<file path="config.mk">
export PLATFORM = sky130hd
export DESIGN_NAME = fetch_unit
export DESIGN_NICKNAME = d
export VERILOG_FILES = /design/src/rtl/fetch_unit.sv
export SDC_FILE = /design/constraint.sdc
export NUM_CORES = 1
export LEC_CHECK = 0
export CORE_MARGIN = 2
export CORE_UTILIZATION = 60
export CTS_CLUSTER_DIAMETER = 120
export CTS_CLUSTER_SIZE = 10
export DETAILED_ROUTE_END_ITERATION = 8
export PLACE_DENSITY = 0.8
export SETUP_SLACK_MARGIN = 0.1
export SLEW_MARGIN = 20
export SYNTH_ARGS = -nofsm -noshare
export SYNTH_HDL_FRONTEND = slang
export SYNTH_SLANG_ARGS = --single-unit
</file>
<file path="constraint.sdc">
create_clock -name i_clk -period 6.4 [get_ports i_clk]
set_input_delay 1.6 -clock i_clk [delete_from_list [all_inputs] [get_ports i_clk]]
set_output_delay 1.6 -clock i_clk [all_outputs]
set_load 0.005 [all_outputs]
</file>
<file path="src/rtl/fetch_unit.sv">
// Instruction fetch stage: writable program memory, PC sequencing with run control,
// programme length, jumps, and a registered valid/ready instruction slot.
module fetch_unit #(
   parameter int INSTR_W = 12,
   parameter int DEPTH   = 16,
   parameter int ADDR_W  = $clog2(DEPTH)
) (
   input  logic               i_clk,
   input  logic               i_reset,
   input  logic               i_load_en,
   input  logic [ADDR_W-1:0]  i_load_addr,
   input  logic [INSTR_W-1:0] i_load_data,
   input  logic [ADDR_W:0]    i_prog_len,
   input  logic               i_start,
   input  logic               i_stop,
   input  logic               i_jump_en,
   input  logic [ADDR_W-1:0]  i_jump_addr,
   output logic [INSTR_W-1:0] o_instruction,
   output logic               o_instr_valid,
   input  logic               i_instr_ready,
   output logic [ADDR_W-1:0]  o_pc,
   output logic               o_busy,
   output logic               o_done
);

   localparam int LEN_W = ADDR_W + 1;
   localparam logic [LEN_W-1:0] MAX_LEN = LEN_W'(DEPTH);

   typedef enum logic [1:0] {
      ST_IDLE = 2'd0,
      ST_RUN  = 2'd1,
      ST_DONE = 2'd2
   } state_t;

   state_t               r_state;
   logic [ADDR_W-1:0]    r_pc;
   logic [INSTR_W-1:0]   r_instr;
   logic                 r_valid;
   logic [LEN_W-1:0]     r_len;
   logic [INSTR_W-1:0]   r_mem [DEPTH];

   state_t               w_state_next;
   logic [ADDR_W-1:0]    w_pc_next;
   logic [INSTR_W-1:0]   w_instr_next;
   logic                 w_valid_next;
   logic [LEN_W-1:0]     w_len_next;
   logic [LEN_W-1:0]     w_len_clamped;
   logic                 w_slot_free;
   logic                 w_load_ok;
   logic [INSTR_W-1:0]   w_fetch_word;

   assign w_slot_free   = !r_valid || i_instr_ready;
   assign w_len_clamped = (i_prog_len > MAX_LEN) ? MAX_LEN : i_prog_len;
   assign w_load_ok     = i_load_en && (r_state != ST_RUN) && !i_reset;
   assign w_fetch_word  = r_mem[r_pc];

   // NOTE: every signal driven here gets a default first so no latch is inferred.
   always_comb begin
      w_state_next = r_state;
      w_pc_next    = r_pc;
      w_instr_next = r_instr;
      w_valid_next = r_valid;
      w_len_next   = r_len;

      unique case (r_state)
         ST_IDLE, ST_DONE: begin
            // A word left over from the previous run stays offered until taken.
            if (r_valid && i_instr_ready) w_valid_next = 1'b0;
            if (i_start) begin
               w_len_next   = w_len_clamped;
               w_pc_next    = '0;
               w_state_next = (w_len_clamped == '0) ? ST_DONE : ST_RUN;
            end
         end
         ST_RUN: begin
            if (i_jump_en) begin
               w_valid_next = 1'b0;
               w_pc_next    = i_jump_addr;
               if ({1'b0, i_jump_addr} >= r_len) w_state_next = ST_DONE;
            end else if (!i_stop && w_slot_free) begin
               w_instr_next = w_fetch_word;
               w_valid_next = 1'b1;
               w_pc_next    = r_pc + 1'b1;
               if ({1'b0, r_pc} == r_len - 1'b1) w_state_next = ST_DONE;
            end else if (r_valid && i_instr_ready) begin
               w_valid_next = 1'b0;
            end
         end
         default: w_state_next = ST_IDLE;
      endcase
   end

   // NOTE: sequential state uses non-blocking assignments so all registers update together.
   always_ff @(posedge i_clk) begin
      if (i_reset) begin
         r_state <= ST_IDLE;
         r_pc    <= '0;
         r_instr <= '0;
         r_valid <= 1'b0;
         r_len   <= '0;
      end else begin
         r_state <= w_state_next;
         r_pc    <= w_pc_next;
         r_instr <= w_instr_next;
         r_valid <= w_valid_next;
         r_len   <= w_len_next;
      end
   end

   // NOTE: program memory is deliberately not reset so a loaded programme survives reset.
   always_ff @(posedge i_clk) begin
      if (w_load_ok) r_mem[i_load_addr] <= i_load_data;
   end

   assign o_instruction = r_instr;
   assign o_instr_valid = r_valid;
   assign o_pc          = r_pc;
   assign o_busy        = (r_state == ST_RUN);
   assign o_done        = (r_state == ST_DONE);

endmodule

</file>
After elaboration in Yosys (flattened, before gate mapping):

Memory sizes are Yosys's and may differ from the RTL's. A register that Yosys moved wholly into a read port is not among the register bits.
Index checks and enable logic that the tools add are counted.

* latch bits: 0
* word-level logic and storage cells: 52
* memories kept: 1
* RAM bits: 192
* register bits: 12
* ROM bits: 0
* output and inout bits: 19
* input bits: 32

* multipliers: 0
* equality and inequality tests: 8
* multiplexer cells: 18
* divide/modulo/power cells: 0
* magnitude comparators: 2
* add/sub/neg operators: 2
* bitwise gates (word level): 1
* shift-type cells: 0
* reduce and logical (&&, ||, !) cells: 16

Memory list
* r_mem: words 16, width 12, read ports 1, clocked after Yosys merged registers in 1, wr ports 1, RTL line 40 `logic [INSTR_W-1:0] r_mem [DEPTH];`

Operators by type and width (count)
* 2-bit two-way mux: 6
* 4-bit two-way mux: 3
* 3-bit by 2-bit inequality test with 1-bit output, second input constant: 3
* 4-bit case mux with 2 select lines: 1
* 3-bit AND reduction: 2
* 4-bit by 5-bit == test with 1-bit output: 1
* 4-bit by 5-bit greater-or-equal comparator with 1-bit output: 1
* 5-bit > comparator, second input constant: 1
* 5-bit logical NOT: 1
* 1-bit two-way mux: 5
* 5-bit two-way mux: 1
* 5-bit by 1-bit subtractor with 5-bit output, second input constant: 1
* 4-bit by 1-bit adder with 4-bit output, second input constant: 1
* 1-bit logical AND: 4
* 2-bit case mux with 2 select lines: 1
* 4-bit AND reduction: 1
* 1-bit logical NOT: 3
* 2-bit by 1-bit == test with 1-bit output, second input constant: 1
* 2-bit == test, second input constant: 1
* 2-bit logical NOT: 1
* 2-bit by 1-bit inequality test with 1-bit output, second input constant: 1
* 2-bit inequality test, second input constant: 1
* 1-bit case mux with 2 select lines: 1
* 2-bit AND reduction: 1
* 4 further kinds: 4

Depth between registers and ports, before layout:

Gate-level depths: netlist of run 1.

* depth after elaboration: 6
* mapped depth: 7
* depth with buffers taken out: 7

Worst setup path before layout of run 1:

OpenSTA, ideal clock, no wires.

* path type: input -> register
* start: in i_reset
* end: mem r_mem[0][0], enable pin
* data arrival time: 3.219 ns
* stages: 4
* slack: 2.785 ns
* required time: 6.004 ns
* cell sequence: clkbuf_1 > nand3b_1 > or3_1 > nor3_1

* cells in the longest elaborated chain, start to end: 4

RTL lines
* start: declaration: RTL line 9 `input logic i_reset,`
* 1-bit logical NOT: RTL line 54 `assign w_load_ok = i_load_en && (r_state != ST_RUN) && !i_reset;`
* 1-bit logical AND: RTL line 54
* 1-bit two-way mux: RTL line 112 `if (w_load_ok) r_mem[i_load_addr] <= i_load_data;`
* 1-bit two-way mux (implied by the code): RTL line 112
* end: declaration: RTL line 40

Every way passes these cells.

Worst setup path after layout of run 1:

* start: in i_reset
* end: mem r_mem[1][1], enable pin

Same word-level chain as after synthesis.

==> results.sh, run 1 <==
export IMPL_grt_max_degree=55
export IMPL_clk_transition_reported_paths_ps=50
export IMPL_hp_class="register to register"
export IMPL_crit_arrival_ps=4060
export IMPL_ys_ff_latch=216
export IMPL_die_area_um2=15300
export IMPL_hold_violations=0
export IMPL_drt_total_wl_mm=18.4
export IMPL_grt_pass1_vias=4690
export IMPL_layout_drive_gt1_share=0.169
export IMPL_status="completed"
export IMPL_via_count=4647
export IMPL_postCtsSetupBuffers=0
export IMPL_synth_flop_cell="edfxtp_1"
export IMPL_slew_violations=0
export IMPL_finalSetupTns_ps=0
export IMPL_reg2reg_slack_ps=3810
export IMPL_crit_type="input pin to register"
export IMPL_cts_hold_buf=0
export IMPL_seq_area_frac_synth=0.724
export IMPL_total_leakage_power_nw=3.09
export IMPL_cts_tree="built"
export IMPL_ir_drop_v=0.000260
export IMPL_min_delay_path_depth=2
export IMPL_ant_nets=0
export IMPL_mostFrequentLayoutCell="edfxtp_1"
export IMPL_grtUsageTotal=0.256
export IMPL_critPathMaxFanout=18
export IMPL_min_from="o_instruction[11]$_SDFFE_PP0P_"
export IMPL_avgRoutedWirePerCell_um=25.4
export IMPL_antenna_found_initial=0
export IMPL_overflow=0
export IMPL_clockBufferDepth=3
export IMPL_h_tree_depth=1
export IMPL_synth_edff_count=192
export IMPL_die_w_um=124
export IMPL_placed_area_um2=9290
export IMPL_drt_initial_drc_count=450
export IMPL_finClkSkew_ps=12.5
export IMPL_ys_warn_count=0
export IMPL_dp_hpwl_mm=11.2
export IMPL_r2r_end="r_mem[1][1]$_DFFE_PP_"
export IMPL_clock_latency_ps=510
export IMPL_nNetsFinal=564
export IMPL_mostFrequentLayoutCells="192 x edfxtp_1, 50 x clkdlybuf4s50_1, 48 x mux4_2, 26 x nor2_1, 26 x mux2i_1"
export IMPL_place_congestion=0.887
export IMPL_clock_sinks=216
export IMPL_vias_per_cell=6.42
export IMPL_synthesis_nets=508
export IMPL_reg2reg_depth=4
export IMPL_powerDensity_nw_per_um2=298
export IMPL_cap_violations=0
export IMPL_hold_end="o_instruction[11]$_SDFFE_PP0P_"
export IMPL_tightestPinTransition_ps=1100
export IMPL_synth_area_um2=8620
export IMPL_fmax_mhz=254
export IMPL_crit_path_end_kind="register"
export IMPL_fin_crit_sh=0.615
export IMPL_die_h_um=124
export IMPL_drc=0
export IMPL_clockRootBuffer="clkbuf_16"
export IMPL_ios=51
export IMPL_netlist_instances=470
export IMPL_initial_utilization=0.619
export IMPL_slew_headroom=0.264
export IMPL_first_pass_iters=5
export IMPL_fin_util=0.721
export IMPL_numCtsBuffers=25
export IMPL_numPortBuffers=50
export IMPL_rsz0062_at_grt="no"
export IMPL_synthArstFlopShare=0
export IMPL_final_area_um2=10100
export IMPL_synth_cell_types=43
export IMPL_crit_path_start_kind="input pin"
export IMPL_core_area_um2=13900
export IMPL_num_rows=43
export IMPL_n_antenna_cell=0
export IMPL_worst_r2r_startpoint="r_state[0]$_SDFFE_PP0P_"
export IMPL_finalSetupViolCount=0
export IMPL_grt_pass1_wl_mm=28.2
export IMPL_ctsResizeCount=0
export IMPL_worstPathRequired_ps=6520
export IMPL_synthToLayoutAreaGrowth_pct=16.5
export IMPL_fin_crit_ps=3940
export IMPL_avgSynthCellArea_um2=18.4
## where the power goes
part           total [W]  internal, W  switching, W
Combinational   0.000157    0.0000713     0.0000859
Sequential       0.00156      0.00155     0.0000154
Clock            0.00127     0.000769      0.000502
Total            0.00299      0.00239      0.000603
## cell usage after synthesis, types with 2 or more instances
| cell type | number | area (um^2) |
|---|---|---|
| dfxtp_1 | 24 | 480 |
| o21ai_1 | 12 | 60.1 |
| nand3_1 | 3 | 15.0 |
| ha_1 | 6 | 75.1 |
| nand2b_1 | 6 | 37.5 |
| inv_1 | 9 | 33.8 |
| mux2i_1 | 26 | 260 |
| edfxtp_1 | 192 | 5770 |
| nor2_1 | 28 | 105 |
| a211oi_1 | 2 | 15.0 |
| o21ai_0 | 7 | 35.0 |
| nor3_1 | 5 | 25.0 |
| nand2_1 | 18 | 67.6 |
| a21oi_1 | 12 | 60.1 |
| xnor2_1 | 2 | 17.5 |
| buf_2 | 9 | 45.0 |
| clkbuf_1 | 12 | 45.0 |
| xor2_1 | 3 | 26.3 |
| nor2b_1 | 2 | 12.5 |
| a2bb2oi_1 | 13 | 114 |
| mux4_2 | 48 | 1080 |
| nand3b_1 | 7 | 52.6 |
| or4_4 | 2 | 22.5 |
| buf_1 | 2 | 7.51 |
| nand4_1 | 2 | 12.5 |
## stage by stage
step	setup WS (ps)	cells	total power, W	hold slack, ps
6_report	2460	724	0.00299	477
5_1_grt	2390	724	0.00308	494
4_1_cts	2470	723	0.00301	477
3_5_place_dp	1960	678	0.00175	465
3_3_place_gp	2120	678	0.00174	469
2_1_floorplan	2790	470	0.00167	445
## registers in the layout, summed over array words and instances (netlist names)
name and count:
o_instr_valid 1, o_instruction 12, o_pc 4, r_len 5, r_mem 192, r_state 2
## area by class of cell
class | instances | area, um^2
flip-flops and latches | 216 | 6250
fillers | 840 | 3880
multi-input cells | 221 | 2270
clock buffers | 43 | 693
repair buffers | 52 | 536
well taps | 180 | 225
clock inverters | 2 | 38.8
inverters | 10 | 37.5
## worst max path at each step
stage / from / to / slack [ps] / cells after the start
after floorplan: i_reset / r_mem[0][0]$_DFFE_PP_ / 2790 / 4
after global placement: i_reset / r_mem[1][6]$_DFFE_PP_ / 2120 / 4
after detailed placement: i_reset / r_mem[1][5]$_DFFE_PP_ / 1960 / 4
after CTS: i_reset / r_mem[1][1]$_DFFE_PP_ / 2470 / 4
after global routing: i_reset / r_mem[1][1]$_DFFE_PP_ / 2390 / 4
final: i_reset / r_mem[1][1]$_DFFE_PP_ / 2460 / 4
## critical path, cell delays in order
cell and delay (ps):
clkdlybuf4s50_1 760, nand3b_1 450, or3_1 480, nor2_1 770
## per-layer routing
| layer | share of wire | routed length, um | up-vias | GRT usage |
|---|---|---|---|---|
| met3 | 0.088 | 1620 | 21 | 0.0508 |
| met4 | 0.016 | 294 | 0 | 0.0625 |
| li1 | - | - | 2007 | - |
| met1 | 0.43 | 7980 | 2404 | 0.395 |
| met5 | 0 | 0 | - | 0 |
| met2 | 0.46 | 8490 | 215 | 0.386 |
## cell families (layout without fill, tap and decap cells)
family / Yosys count / count (layout) / synth area share
DFF: 216 / 216 / 0.724
and+or+nand+nor: 78 / 78 / 0.0453
muxes: 74 / 74 / 0.156
AOI/OAI and AO/OA: 58 / 58 / 0.0456
buffers and inverters: 33 / 107 / 0.0157
adders and majority gates: 6 / 6 / 0.00870
xor gates and xnor gates: 5 / 5 / 0.00508
Power figures use the tool's default switching activity.
==> run 2: changes to the inputs <==
--- a/config.mk
+++ b/config.mk
@@ -6,11 +6,11 @@
 export NUM_CORES = 1
 export LEC_CHECK = 0
 export CORE_MARGIN = 2
-export CORE_UTILIZATION = 60
+export CORE_UTILIZATION = 53
 export CTS_CLUSTER_DIAMETER = 120
 export CTS_CLUSTER_SIZE = 10
 export DETAILED_ROUTE_END_ITERATION = 8
-export PLACE_DENSITY = 0.8
+export PLACE_DENSITY = 0.75
 export SETUP_SLACK_MARGIN = 0.1
 export SLEW_MARGIN = 20
 export SYNTH_ARGS = -nofsm -noshare
==> constraint.sdc (replaced) <==
create_clock -name i_clk -period 3.31 [get_ports i_clk]
set_input_delay 0.8275 -clock i_clk [delete_from_list [all_inputs] [get_ports i_clk]]
set_output_delay 0.8275 -clock i_clk [all_outputs]
set_load 0.005 [all_outputs]
==> run 2 against run 1 <==
Net effect: first-iteration DRC count fell by 8.2%; sequential power is 94% higher; utilization is 7.1 points lower; sequential share of layout area down 1.7 points; final cell count grew 9.9%; non-clock buffer count increased by 35; clock skew down 2.5 ps; highest routed layer unchanged.
==> results.sh, run 2 (same netlist as run 1, synthesis figures left out) <==
export IMPL_status="completed"
export IMPL_cts_hold_buf=0
export IMPL_avgRoutedWirePerCell_um=23.9
export IMPL_vias_per_cell=5.89
export IMPL_initial_utilization=0.543
export IMPL_crit_arrival_ps=2020
export IMPL_fin_crit_ps=2850
export IMPL_hold_violations=0
export IMPL_total_leakage_power_nw=3.28
export IMPL_synthToLayoutAreaGrowth_pct=19.9
export IMPL_place_congestion=0.830
export IMPL_grt_pass1_vias=4962
export IMPL_rsz0062_at_grt="no"
export IMPL_grtUsageTotal=0.228
export IMPL_clock_latency_ps=510
export IMPL_die_h_um=132
export IMPL_die_w_um=132
export IMPL_via_count=4691
export IMPL_overflow=0
export IMPL_fmax_mhz=351
export IMPL_crit_path_end_kind="output pin"
export IMPL_die_area_um2=17300
export IMPL_drt_total_wl_mm=19.0
export IMPL_largest_register="r_mem"
export IMPL_ios=51
export IMPL_first_pass_iters=7
export IMPL_n_antenna_cell=0
export IMPL_h_tree_depth=1
export IMPL_grt_pass1_wl_mm=29.5
export IMPL_drt_initial_drc_count=413
export IMPL_drc=0
export IMPL_ctsResizeCount=0
export IMPL_clockRootBuffer="clkbuf_16"
export IMPL_finalSetupTns_ps=0
export IMPL_cap_violations=0
export IMPL_n_fill_cell=1081
export IMPL_ant_nets=0
export IMPL_hp_class="register to register"
export IMPL_ir_drop_v=0.000456
export IMPL_clockBufferDepth=3
export IMPL_postCtsSetupBuffers=0
export IMPL_worstPathRequired_ps=2480
export IMPL_slew_headroom=0.559
export IMPL_mostFrequentLayoutCell="edfxtp_1"
export IMPL_numPortBuffers=50
export IMPL_whs_ps=479
export IMPL_slew_violations=0
export IMPL_mostFrequentLayoutCells="192 x edfxtp_1, 50 x clkdlybuf4s50_1, 48 x mux4_2, 37 x buf_4, 28 x nor2_1"
export IMPL_dp_slack_ps=435
export IMPL_fin_util=0.651
export IMPL_core_area_um2=15900
export IMPL_layout_drive_gt1_share=0.216
export IMPL_crit_type="register to output pin"
export IMPL_dp_hpwl_mm=12.1
export IMPL_crit_path_start_kind="register"
export IMPL_num_rows=46
export IMPL_antenna_found_initial=0
export IMPL_reg2reg_slack_ps=980
export IMPL_largest_reg_flops=192
export IMPL_numCtsBuffers=25
export IMPL_fin_crit_sh=0.860
export IMPL_grt_max_degree=30
export IMPL_fin_ws_ps=464
export IMPL_cts_tree="built"
export IMPL_clk_transition_reported_paths_ps=60
export IMPL_finClkSkew_ps=9.98
export IMPL_tightestPinTransition_ps=660
export IMPL_finalSetupViolCount=0
export IMPL_nNetsFinal=599
export IMPL_powerDensity_nw_per_um2=560
export IMPL_critPathMaxFanout=11
export IMPL_clock_sinks=216
-- run 2: cell count changes in the layout (fill, tap and decap cells not counted), sizes merged --
| cell | delta |
|---|---|
| buf | +35 |
| clkbuf | +1 |
-- run 2: routing by layer --
| layer | global-route usage | share of wire |
|---|---|---|
| met4 | 0.0386 | 0.012 |
| met3 | 0.0428 | 0.065 |
| met5 | 0 | 0 |
| met2 | 0.397 | 0.52 |
| met1 | 0.306 | 0.40 |
-- run 2: final cells by class --
class,instances,area [um^2],share of cell area
clock inverter,2,38.8,0.00375
timing repair buffer,87,778,0.0753
clock buffer,44,697,0.0674
inverter,10,37.5,0.00363
sequential,216,6250,0.605
tap,216,270,0.0261
multi-input combinational,221,2260,0.219
-- run 2: path summary, 6_finish.rpt --
check / start / to / depth (start not counted)
setup / recovery: r_state[0]$_SDFFE_PP0P_ / o_busy / 3
hold / removal: r_len[1]$_SDFFE_PP0P_ / r_len[1]$_SDFFE_PP0P_ / 2
setup reg to reg: r_state[0]$_SDFFE_PP0P_ / r_mem[14][10]$_DFFE_PP_ / 6
hold reg to reg: r_len[1]$_SDFFE_PP0P_ / r_len[1]$_SDFFE_PP0P_ / 2
-- run 2: per-stage QoR --
stage	std cells	cell area, um^2	total power (W)
floorplan	470	8620	0.00323
global placement	750	9600	0.00336
detailed placement	750	9600	0.00337
CTS	796	10300	0.00584
global route	796	10300	0.00597
finish	796	10300	0.00579
-- run 2: critical path, cell delays in order (launching register included) --
cell and delay (ps):
dfxtp_1 540, nand2b_1 260, inv_2 190, clkdlybuf4s50_1 520
-- run 2: power breakdown --
group	total (W)	internal, W	leakage, nW	switching, W
logic	0.000295	0.000142	1.00	0.000153
clock network	0.00248	0.00149	0.349	0.000984
registers	0.00302	0.00299	1.93	0.0000281
total	0.00579	0.00463	3.28	0.00117
